==> src/rtl/time_setter.sv <==
// time_setter: pushbutton front end that edits and loads the time counter.
// Debounces mode/up/down, steps hours/minutes/seconds edit states.
module time_setter #(
  parameter int DEBOUNCE_CYCLES = 1000000,
  parameter int REPEAT_DELAY    = 50000000,
  parameter int REPEAT_RATE     = 10000000,
  parameter int TIMEOUT_CYCLES  = 1000000000
) (
  input  logic       sys_clk,
  input  logic       rst,
  input  logic       btn_mode,
  input  logic       btn_up,
  input  logic       btn_down,
  input  logic [5:0] curr_hours,
  input  logic [6:0] curr_minutes,
  input  logic [6:0] curr_seconds,
  output logic       hold,
  output logic [1:0] edit_field,
  output logic [5:0] edit_hours,
  output logic [6:0] edit_minutes,
  output logic [6:0] edit_seconds,
  output logic       load_stb,
  output logic [5:0] load_hours,
  output logic [6:0] load_minutes,
  output logic [6:0] load_seconds
);

  localparam int RMAX = (REPEAT_DELAY > REPEAT_RATE) ?
                        REPEAT_DELAY : REPEAT_RATE;
  localparam int DW = $clog2(DEBOUNCE_CYCLES + 1);
  localparam int RW = $clog2(RMAX + 1);
  localparam int TW = $clog2(TIMEOUT_CYCLES + 1);

  localparam logic [DW-1:0] DB_LAST = DW'(DEBOUNCE_CYCLES - 1);
  localparam logic [RW-1:0] RD_V    = RW'(REPEAT_DELAY);
  localparam logic [RW-1:0] RR_V    = RW'(REPEAT_RATE);
  localparam logic [TW-1:0] TO_LAST = TW'(TIMEOUT_CYCLES - 1);

  typedef enum logic [2:0] {
    S_RUN, S_SET_H, S_SET_M, S_SET_S, S_COMMIT
  } state_t;

  state_t r_state;
  state_t w_next;

  // bit 0 = mode, bit 1 = up, bit 2 = down
  logic [2:0]    r_sync1;
  logic [2:0]    r_sync2;
  logic [2:0]    r_db;
  logic [2:0]    r_db_q;
  logic [2:0]    r_blk;
  logic [DW-1:0] r_dbcnt [3];
  logic [2:0]    w_rise;

  // index 0 = up, 1 = down
  logic [RW-1:0] r_rcnt [2];
  logic [1:0]    r_rph;
  logic [1:0]    w_rep;

  logic          w_ev_mode;
  logic          w_ev_up;
  logic          w_ev_dn;
  logic          w_any;
  logic          w_inc;
  logic          w_dec;
  logic          w_in_set;
  logic          w_tout;
  logic [TW-1:0] r_tcnt;

  logic [5:0]    r_eh;
  logic [6:0]    r_em;
  logic [6:0]    r_es;
  logic [5:0]    r_lh;
  logic [6:0]    r_lm;
  logic [6:0]    r_ls;

  function automatic logic [6:0] wrap_inc(
    input logic [6:0] v, input logic [6:0] mx);
    return (v >= mx) ? 7'd0 : v + 7'd1;
  endfunction

  function automatic logic [6:0] wrap_dec(
    input logic [6:0] v, input logic [6:0] mx);
    return (v == 7'd0 || v > mx) ? mx : v - 7'd1;
  endfunction

  // Two-flop synchronizers for the raw buttons
  always_ff @(posedge sys_clk or posedge rst) begin
    if (rst) begin
      r_sync1 <= '0;
      r_sync2 <= '0;
    end else begin
      r_sync1 <= {btn_down, btn_up, btn_mode};
      r_sync2 <= r_sync1;
    end
  end

  // Debounce; r_blk swallows a press that was held through reset
  // until a stable-low period has been observed
  always_ff @(posedge sys_clk or posedge rst) begin
    if (rst) begin
      r_db   <= '0;
      r_db_q <= '0;
      r_blk  <= '1;
      for (int i = 0; i < 3; i++) r_dbcnt[i] <= '0;
    end else begin
      r_db_q <= r_db;
      for (int i = 0; i < 3; i++) begin
        if (r_sync2[i] != r_db[i]) begin
          if (r_dbcnt[i] == DB_LAST) begin
            r_db[i]    <= r_sync2[i];
            r_dbcnt[i] <= '0;
          end else begin
            r_dbcnt[i] <= r_dbcnt[i] + DW'(1);
          end
        end else if (r_blk[i] && !r_db[i]) begin
          if (r_dbcnt[i] == DB_LAST) begin
            r_blk[i]   <= 1'b0;
            r_dbcnt[i] <= '0;
          end else begin
            r_dbcnt[i] <= r_dbcnt[i] + DW'(1);
          end
        end else begin
          r_dbcnt[i] <= '0;
        end
      end
    end
  end

  assign w_rise = r_db & ~r_db_q & ~r_blk;

  assign w_rep[0] = r_db[1] & ~r_blk[1] &
    (r_rph[0] ? (r_rcnt[0] == RR_V) : (r_rcnt[0] == RD_V));
  assign w_rep[1] = r_db[2] & ~r_blk[2] &
    (r_rph[1] ? (r_rcnt[1] == RR_V) : (r_rcnt[1] == RD_V));

  // Auto-repeat timers for up/down, cleared on release
  always_ff @(posedge sys_clk or posedge rst) begin
    if (rst) begin
      r_rph <= '0;
      for (int k = 0; k < 2; k++) r_rcnt[k] <= '0;
    end else begin
      for (int k = 0; k < 2; k++) begin
        if (!r_db[k+1] || r_blk[k+1]) begin
          r_rcnt[k] <= '0;
          r_rph[k]  <= 1'b0;
        end else if (w_rep[k]) begin
          r_rcnt[k] <= RW'(1);
          r_rph[k]  <= 1'b1;
        end else begin
          r_rcnt[k] <= r_rcnt[k] + RW'(1);
        end
      end
    end
  end

  assign w_ev_mode = w_rise[0];
  assign w_ev_up   = w_rise[1] | w_rep[0];
  assign w_ev_dn   = w_rise[2] | w_rep[1];
  assign w_any     = w_ev_mode | w_ev_up | w_ev_dn;
  assign w_inc     = w_ev_up & ~w_ev_dn & ~w_ev_mode;
  assign w_dec     = w_ev_dn & ~w_ev_up & ~w_ev_mode;
  assign w_in_set  = (r_state == S_SET_H) || (r_state == S_SET_M) ||
                     (r_state == S_SET_S);
  assign w_tout    = w_in_set && (r_tcnt == TO_LAST);

  // Idle timer that aborts an abandoned edit
  always_ff @(posedge sys_clk or posedge rst) begin
    if (rst) begin
      r_tcnt <= '0;
    end else if (!w_in_set || w_any) begin
      r_tcnt <= '0;
    end else begin
      r_tcnt <= r_tcnt + TW'(1);
    end
  end

  // State register
  always_ff @(posedge sys_clk or posedge rst) begin
    if (rst) r_state <= S_RUN;
    else     r_state <= w_next;
  end

  // Next-state logic
  always_comb begin
    w_next = r_state;
    case (r_state)
      S_RUN:    if (w_ev_mode) w_next = S_SET_H;
      S_SET_H:  if (w_ev_mode) w_next = S_SET_M;
                else if (w_tout) w_next = S_RUN;
      S_SET_M:  if (w_ev_mode) w_next = S_SET_S;
                else if (w_tout) w_next = S_RUN;
      S_SET_S:  if (w_ev_mode) w_next = S_COMMIT;
                else if (w_tout) w_next = S_RUN;
      S_COMMIT: w_next = S_RUN;
      default:  w_next = S_RUN;
    endcase
  end

  // State-decoded outputs
  always_comb begin
    hold       = 1'b0;
    edit_field = 2'd0;
    load_stb   = 1'b0;
    case (r_state)
      S_SET_H:  begin hold = 1'b1; edit_field = 2'd1; end
      S_SET_M:  begin hold = 1'b1; edit_field = 2'd2; end
      S_SET_S:  begin hold = 1'b1; edit_field = 2'd3; end
      S_COMMIT: load_stb = 1'b1;
      default:  ;
    endcase
  end

  // Edit registers: snapshot on entry, then step the active field
  always_ff @(posedge sys_clk or posedge rst) begin
    if (rst) begin
      r_eh <= '0;
      r_em <= '0;
      r_es <= '0;
    end else if (r_state == S_RUN && w_ev_mode) begin
      r_eh <= (curr_hours > 6'd23)   ? 6'd0 : curr_hours;
      r_em <= (curr_minutes > 7'd59) ? 7'd0 : curr_minutes;
      r_es <= (curr_seconds > 7'd59) ? 7'd0 : curr_seconds;
    end else begin
      case (r_state)
        S_SET_H: begin
          if (w_inc) r_eh <= 6'(wrap_inc({1'b0, r_eh}, 7'd23));
          if (w_dec) r_eh <= 6'(wrap_dec({1'b0, r_eh}, 7'd23));
        end
        S_SET_M: begin
          if (w_inc) r_em <= wrap_inc(r_em, 7'd59);
          if (w_dec) r_em <= wrap_dec(r_em, 7'd59);
        end
        S_SET_S: begin
          if (w_inc) r_es <= wrap_inc(r_es, 7'd59);
          if (w_dec) r_es <= wrap_dec(r_es, 7'd59);
        end
        default: ;
      endcase
    end
  end

  // Load values captured on entry to COMMIT and kept afterwards
  always_ff @(posedge sys_clk or posedge rst) begin
    if (rst) begin
      r_lh <= '0;
      r_lm <= '0;
      r_ls <= '0;
    end else if (r_state == S_SET_S && w_ev_mode) begin
      r_lh <= r_eh;
      r_lm <= r_em;
      r_ls <= r_es;
    end
  end

  assign edit_hours   = r_eh;
  assign edit_minutes = r_em;
  assign edit_seconds = r_es;
  assign load_hours   = r_lh;
  assign load_minutes = r_lm;
  assign load_seconds = r_ls;

endmodule

==> config.mk <==
export PLATFORM = sky130hd
export DESIGN_NAME = time_setter
export DESIGN_NICKNAME = d
export VERILOG_FILES = /design/src/rtl/time_setter.sv
export SDC_FILE = /design/constraint.sdc
export NUM_CORES = 1
export LEC_CHECK = 0
export BUFFER_PORTS_ARGS = -buffer_cell sky130_fd_sc_hd__buf_2
export CAP_MARGIN = 20
export CORE_MARGIN = 4
export CORE_UTILIZATION = 50
export DETAILED_ROUTE_END_ITERATION = 12
export GPL_TIMING_DRIVEN = 0
export PLACE_DENSITY = 0.69
export SLEW_MARGIN = 20
export SYNTH_ARGS = -nofsm -noshare
export SYNTH_HDL_FRONTEND = slang
export SYNTH_SLANG_ARGS = --single-unit
==> constraint.sdc <==
create_clock -name sys_clk -period 7 [get_ports sys_clk]
set_clock_uncertainty 0.05 [all_clocks]
set_input_delay 1.75 -clock sys_clk [delete_from_list [all_inputs] [get_ports sys_clk]]
set_output_delay 1.75 -clock sys_clk [all_outputs]
set_load 0.03 [all_outputs]
**Word-level counts from Yosys, hierarchy flattened**

Cells that the tools add are included.

- Reduce and logical (&&, ||, !) cells: 38
- Equality and inequality tests: 16
- Add/subtract/negate cells: 12
- Bitwise operators: 24
- Mux-type cells: 50
- $lt $le $gt $ge: 9

Operator list:

| operator | count |
|---|---|
| two-way mux 20 bit | 9 |
| two-way mux 26 bit | 4 |
| two-way mux 7 bit | 14 |
| adder 20 x 1 -> 20 bit (second input constant) | 3 |
| == test 20 bit (second input constant) | 3 |
| adder 26 x 1 -> 26 bit (second input constant) | 2 |
| == test 26 x 24 -> 1 bit (second input constant) | 2 |
| == test 26 bit (second input constant) | 2 |
| two-way mux 6 bit | 7 |
| adder 30 x 1 -> 30 bit (second input constant) | 1 |
| == test 30 bit (second input constant) | 1 |
| two-way mux 30 bit | 1 |
| > comparator 7 x 6 -> 1 bit (second input constant) | 4 |
| two-way mux 3 bit | 5 |
| adder 7 x 1 -> 7 bit (second input constant) | 2 |
| >= comparator 7 x 6 -> 1 bit (second input constant) | 2 |
| zero test 7 bit | 2 |
| subtractor 7 x 1 -> 7 bit (second input constant) | 2 |
| > comparator 6 x 5 -> 1 bit (second input constant) | 2 |
| one-hot mux 3 bit (4 select lines) | 1 |
| AND reduction 2 bit | 6 |
| nonzero test 2 bit | 5 |
| AND reduction 3 bit | 3 |
| AND 1 bit | 8 |
| 21 further kinds | 58 |

- Word-level logic and storage cells: 173
- Input bits: 25
- Output and inout bits: 44
- Register bits: 202

**Depth between registers and ports, before layout**

Gate-level depths: netlist of the first run.

- Depth after elaboration: 11
- Gate-level depth with buffers: 11

**Worst setup path after synthesis of the first run**

No wires, ideal clock.

- Path kind: register to output
- Start point: reg r_state[0]
- End point: out edit_field[0]
- Cell stages (with the launch flop): 3
- Arrival: 1.068 ns
- Path slack: 4.132 ns
- Path buffers: 1
- Path through: dfrtp_1 > clkbuf_1 > nor2b_1

- Word-level cells in the longest chain between the ends: 2
- Elaborated cells on any way between the ends: 4

RTL lines:

| element | line | source |
|---|---|---|
| from (decl) | 43 | `state_t r_state;` |
| from (signal assigned) | 181 | `else r_state <= w_next;` |
| == test 3 x 2 -> 1 bit / == test 3 x 1 -> 1 bit (equally long branches) | 205 | `case (r_state)` |
| one-hot mux 2 bit (3 select lines) * | 205 |  |
| to (decl) | 18 | `output logic [1:0] edit_field,` |

Every way passes the cells marked *; elsewhere a longest branch is shown, timed or not.

**Worst setup path in the final report of the first run**

- Start point: reg r_state[1]
- End point: out hold

- Word-level cells in the longest chain between the ends: 3
- Elaborated cells on any way between the ends: 5

RTL lines:

| element | line | source |
|---|---|---|
| == test 3 x 1 -> 1 bit / == test 3 x 2 -> 1 bit (equally long branches) | 205 |  |
| OR reduction 3 bit (no line) * | n/a |  |
| two-way mux 1 bit * | 205 |  |
| to (decl) | 17 | `output logic hold,` |

Marked as above.

==> results of run 1 <==
Yosys cell counts, drive strengths merged (3+ instances only):
cell type and n:
nand2b 4, and4 9, nor2 201, dfrtp 199, inv 35, nand3b 4
a31o 4, a22oi 6, nand2 76, mux2i 3, xor2 73, nor3 17
o21ai 33, nand3 65, nor4 12, nor4b 7, clkbuf 30, and3 28
ha 17, nand4 36, buf 6, nor4bb 7, and2 10, a21oi 44
a31oi 6, o31a 3, xnor2 47, dfstp 3, or2 4, o41ai 5
or3 19, nor2b 3, a211oi 5, mux2 23
critical path, delay by kind of cell, from the launching register on:
kind | cells | cell delay, ns
flip-flops | 1 | 0.32
AND/OR/NAND/NOR | 2 | 0.42
buffers and inverters | 2 | 0.59
kinds of logic (layout without fill, tap and decap cells):
kind of cell | Yosys count | after routing | share of synthesized area
muxes | 26 | 26 | 0.02808
DFF | 202 | 202 | 0.4914
adders and majority gates | 17 | 17 | 0.02066
buffers and inverters | 71 | 187 | 0.02990
AOI/OAI and AO/OA | 133 | 133 | 0.08508
xor gates and xnor gates | 120 | 120 | 0.1028
and+or+nand+nor | 510 | 510 | 0.2421
area by class of cell:
type | count | area [µm²]
buffer | 36 | 176.4
clock buffer | 27 | 620.6
clock inverter | 14 | 231.5
fill | 1710 | 8264
inverter | 35 | 135.1
multi-input combinational | 806 | 4942
sequential | 202 | 5059
tap | 270 | 337.8
timing repair buffer | 75 | 467.9
metrics by stage:
step | cell area [µm²] | setup slack (ns)
floorplan | 10300 | 2.586
detailed placement | 11110 | 3.842
global placement | 10980 | 1.345
finish | 11970 | 3.376
CTS | 11960 | 3.345
global route | 11970 | 3.259
worst paths after layout:
kind	end	cells after the start
min in group asynchronous	r_rcnt[45]	2
setup reg to reg	edit_minutes[4]	11
setup / recovery	hold	4
hold / removal	r_sync2[2]	0
hold reg to reg	r_sync2[2]	0
max in group asynchronous	load_hours[2]	4
flip-flops by register name, summed over array words and instances, names as in the netlist, 6 cells and up:
name and count:
load_minutes 7, r_dbcnt 60, load_hours 6, r_tcnt 30, edit_minutes 7, load_seconds 7, r_rcnt 52, edit_hours 6
edit_seconds 7
power by group:
part / total (mW) / internal, mW / switching (mW)
combinational: 0.0648 / 0.0216 / 0.0432
clock: 1.33 / 0.855 / 0.475
sequential: 1.18 / 1.17 / 0.00661
total: 2.58 / 2.05 / 0.525
routing by layer:
| layer | up-vias | routed length (µm) | global-route usage |
|---|---|---|---|
| li1 | 3950 | - | - |
| met1 | 3941 | 10430 | 0.2828 |
| met2 | 179 | 10550 | 0.3163 |
| met3 | 35 | 1088 | 0.03331 |
| met4 | 0 | 486 | 0.05436 |
| met5 | - | 0 | 0 |
==> flow_summary.toml, run 1 <==
[run_status]
status = "completed"

[clocking]
cts_made_buffers = 23
clkTransAtPathRegs_ns = 0.06
clock_sinks = 202
clock_latency_ns = 0.51
cts-root-buf = "clkbuf_16"
cts_tree = "built"
htree_num_levels = 1
cts_resized = 0
postCtsSetupRepairBufs = 0
postCtsHoldBufs = 0
clk_path_buf_depth = 3

[die]
die_w_um = 151.5
dieArea_um2 = 22950
initial_utilization = 0.5088
core_area_um2 = 20230
fp.dieH_um = 151.5
placementRows = 52
num_io_pins = 69

[timing]
drv_slew = 0
slew_headroom = 0.4533
post-route-min-period_ns = 3.624
max_freq_ghz = 0.2759
rsz0062_at_grt = "no"
fin_hold_ws_ns = 0.3243
finalSetupViolations = 0
period_share = 0.5178
worst_slew_pin_slew_ns = 0.8201
setup_tns_ns = 0
hold_viol = 0

[global_routing]
grt_pass1_vias = 7781
antenna_found_initial = 0
grt_max_degree = 35
grt_pass1_wl_um = 37720
grt_remaining_overflow = 0
grt_usage = 0.1984

[synth]
synth_edf_count = 0
ys_async_sr_fraction = 1.000
synth_top_flop_cell = "dfrtp_1"
yosysSeqAreaShare = 0.4914
netlist_top_cells_area = "dfrtp_1 (48%), nor2_1 (7.3%), xor2_1 (6.1%)"
synth_top_area_frac = 0.4837
synthCells = 1079
synth.distinct_cells = 68
yosys_warnings = 0
avgSynthCellArea_um2 = 9.541
syn-num-nets = 1121
ys_ff_latch = 202
yosysTopAreaCell = "dfrtp_1"
synth_area_um2 = 10290

[worst_setup_path]
crit_path_end_kind = "output pin"
crit_chain = "clkbuf_1, nor2_1, nor2_1, buf_2"
worst_path_most_repeated_cell = "nor2_1"
cpMaxStageDelayCell = "dfrtp_1"
critPathLaunch = "r_state[1]"
critPathLaunchType = "flip-flop"
reg2reg_from = "r_rcnt[26]"
slowest_delay_ns = 0.32
rrSetupSlack_ns = 4.08
arrival_ns = 1.82
cp.required_ns = 5.20
critPathKind = "reg2out"
crit_fanout = 10

[finish]
n_antenna_cell = 0
final_cell_mix = "nor2_1 (201), dfrtp_1 (199), nand2_1 (76)"
final_core_util = 0.5916
fin_nets = 1221
syn2layout_area_growth_pct = 16.27
instances_no_fill = 1465
drive_above_1_share = 0.1381
final_common_cell = "nor2_1"

[routing]
ant_nets = 0
viasPerCell = 5.532
drc = 0
drt-initial-drc-count = 458
vias = 8105
postRouteWirelength_um = 22560
wire_per_inst_um = 15.40
dr.pass1.iters = 6

[pwr]
power.density_nw_per_um2 = 215.3
total_power_mw = 2.577
ir_worst_vdd_mv = 0.1893
p_leak_nw = 5.114

[hold_path]
hold_start = "r_sync1[2]"
min-delay-path-class = "reg2reg"

[place]
gp_congestion = 0.9177
port-buffer-count = 68
hpwl_um = 16100
place_inst = 1424

[flow_run]
drv_cap = 0
Note: power is estimated with default switching activity, not from simulation.
==> run 2, diff against run 1 <==
--- a/config.mk
+++ b/config.mk
@@ -11,7 +11,7 @@
 export CORE_UTILIZATION = 50
 export DETAILED_ROUTE_END_ITERATION = 12
 export GPL_TIMING_DRIVEN = 0
-export PLACE_DENSITY = 0.69
+export PLACE_DENSITY = 0.66
 export SLEW_MARGIN = 20
 export SYNTH_ARGS = -nofsm -noshare
 export SYNTH_HDL_FRONTEND = slang
==> constraint.sdc (replaced) <==
create_clock -name sys_clk -period 3.4 [get_ports sys_clk]
set_clock_uncertainty 0.05 [all_clocks]
set_input_delay 0.85 -clock sys_clk [delete_from_list [all_inputs] [get_ports sys_clk]]
set_output_delay 0.85 -clock sys_clk [all_outputs]
set_load 0.03 [all_outputs]
==> run 2 against run 1 <==
Worst setup slack worse by 2.9 ns. Largest power group unchanged. Critical endpoint is now edit_minutes[4]. Critical path depth up 6. Combinational power is 110% higher. Core utilization down 0.12 points. Clock power is 95% higher. Non-clock buffer count rose by 1. Sequential power rose by 110%. Final area down 0.20%. Sequential share of layout area grew 0.084 points. Sequential cell count unchanged. Total power increased by 100%.
==> flow_summary.toml, run 2 (synthesized netlist as in run 1, its figures left out) <==
[run_status]
status = "completed"

[routing]
ant_nets = 0
drt-initial-drc-count = 457
vias = 8063
postRouteWirelength_um = 21540
wire_per_inst_um = 14.66
viasPerCell = 5.489
drc = 0
dr.pass1.iters = 5

[worst_setup_path]
crit_path_end_kind = "flip-flop"
cpMaxStageDelayCell = "dfrtp_1"
worst_path_most_repeated_cell = "buf_6"
critPathKind = "reg2reg"
critPathLaunchType = "flip-flop"
crit_chain = "nor4bb_1, nand4b_1, a211o_1, a21oi_4, nand2_1, buf_6, buf_6, a21oi_1, nand3_1, a22oi_1"
r2r_end = "edit_minutes[4]"
rr_worst_depth = 10
rrSetupSlack_ns = 0.50
reg2reg_from = "r_rcnt[18]"
cp.required_ns = 3.78
arrival_ns = 3.28
path_buf_inv = 2
critPathTopFamily = "compound AO/OA/AOI/OAI gates"
crit_fanout = 10
slowest_delay_ns = 0.43

[timing]
finalSetupViolations = 0
hold_viol = 0
worst_slew_pin_slew_ns = 1.091
period_share = 0.8537
post-route-min-period_ns = 2.902
max_freq_ghz = 0.3445
rsz0062_at_grt = "no"
slew_headroom = 0.2634
drv_slew = 0

[die]
dieArea_um2 = 22950
initial_utilization = 0.5088
num_io_pins = 69
die_w_um = 151.5
placementRows = 52
fp.dieH_um = 151.5
core_area_um2 = 20230

[clocking]
clock_sinks = 202
clkTransAtPathRegs_ns = 0.06
cts_tree = "built"
htree_num_levels = 1
clk_path_buf_depth = 3
cts_made_buffers = 24
clock_latency_ns = 0.52
postCtsHoldBufs = 0
cts-root-buf = "clkbuf_16"
cts_resized = 0
postCtsSetupRepairBufs = 0

[place]
hpwl_um = 15260
place_area_um2 = 11130
gp_congestion = 0.8756
port-buffer-count = 68

[global_routing]
grt_usage = 0.1915
grt_pass1_vias = 7762
grt_pass1_wl_um = 36850
antenna_found_initial = 0
grt_max_degree = 32
grt_remaining_overflow = 0

[finish]
n_antenna_cell = 0
design_area_um2 = 11950
final_common_cell = "nor2_1"
final_cell_mix = "nor2_1 (201), dfrtp_1 (199), nand2_1 (76)"
final_core_util = 0.5904
largest_reg_flops = 60
syn2layout_area_growth_pct = 16.04
fin_nets = 1223
regMostFlops = "r_dbcnt"
reg_top3 = "r_dbcnt x60, r_rcnt x52, r_tcnt x30"
nFillCells = 1781
drive_above_1_share = 0.1343

[flow_run]
drv_cap = 0

[pwr]
p_leak_nw = 5.111
power.density_nw_per_um2 = 432.8
ir_worst_vdd_mv = 0.3910

[hold_path]
min-delay-path-class = "in2async"
run 2: metal layers:
metal / vias to the layer above / global-route usage / wire (µm)
li1: 3962 / - / -
met1: 3897 / 0.2824 / 10440
met2: 173 / 0.2992 / 9727
met3: 31 / 0.02647 / 996
met4: 0 / 0.05166 / 380
met5: - / 0 / 0
run 2: cell type report:
cell class              instances  area (µm²)  share of cell area
repair buffers                 76       488.0             0.04085
inverters                      35       135.1             0.01131
clock inverters                 8       130.1             0.01089
clock buffers                  36       685.7             0.05739
well taps                     270       337.8             0.02828
flip-flops and latches        202        5059              0.4234
multi-input cells             806        4935              0.4131
plain buffers                  36       176.4             0.01477
run 2: per-stage QoR:
stage,TNS (ns),hold WS (ns),power [mW],setup WS [ns],cells
3_3_place_gp,-272.50,0.2832,2.594,-1.381,1417
4_1_cts,0,0.2641,5.252,0.5265,1469
5_1_grt,0,0.2888,5.364,0.2859,1469
6_report,0,0.2744,5.170,0.4976,1469
2_1_floorplan,-22.66,0.2812,2.550,-0.1139,1079
3_5_place_dp,0,0.2855,2.615,0.5407,1425
run 2: report_power, final:
part | total (mW) | switching, mW | internal, mW
combinational | 0.134 | 0.0873 | 0.0466
clock | 2.60 | 0.979 | 1.62
sequential | 2.43 | 0.0140 | 2.42
total | 5.17 | 1.08 | 4.09
run 2: how the worst max path moves through the flow:
stage / start / to / slack [ns] / depth (start not counted)
floorplan: rst / edit_hours[0] / -0.11 / 1
global placement: rst / load_minutes[4] / -1.38 / 2
detailed placement: r_rcnt[18] / edit_minutes[3] / 0.54 / 10
CTS: r_rcnt[18] / edit_minutes[3] / 0.53 / 10
global route: r_rcnt[23] / edit_minutes[3] / 0.29 / 10
finish: r_rcnt[18] / edit_minutes[4] / 0.50 / 10
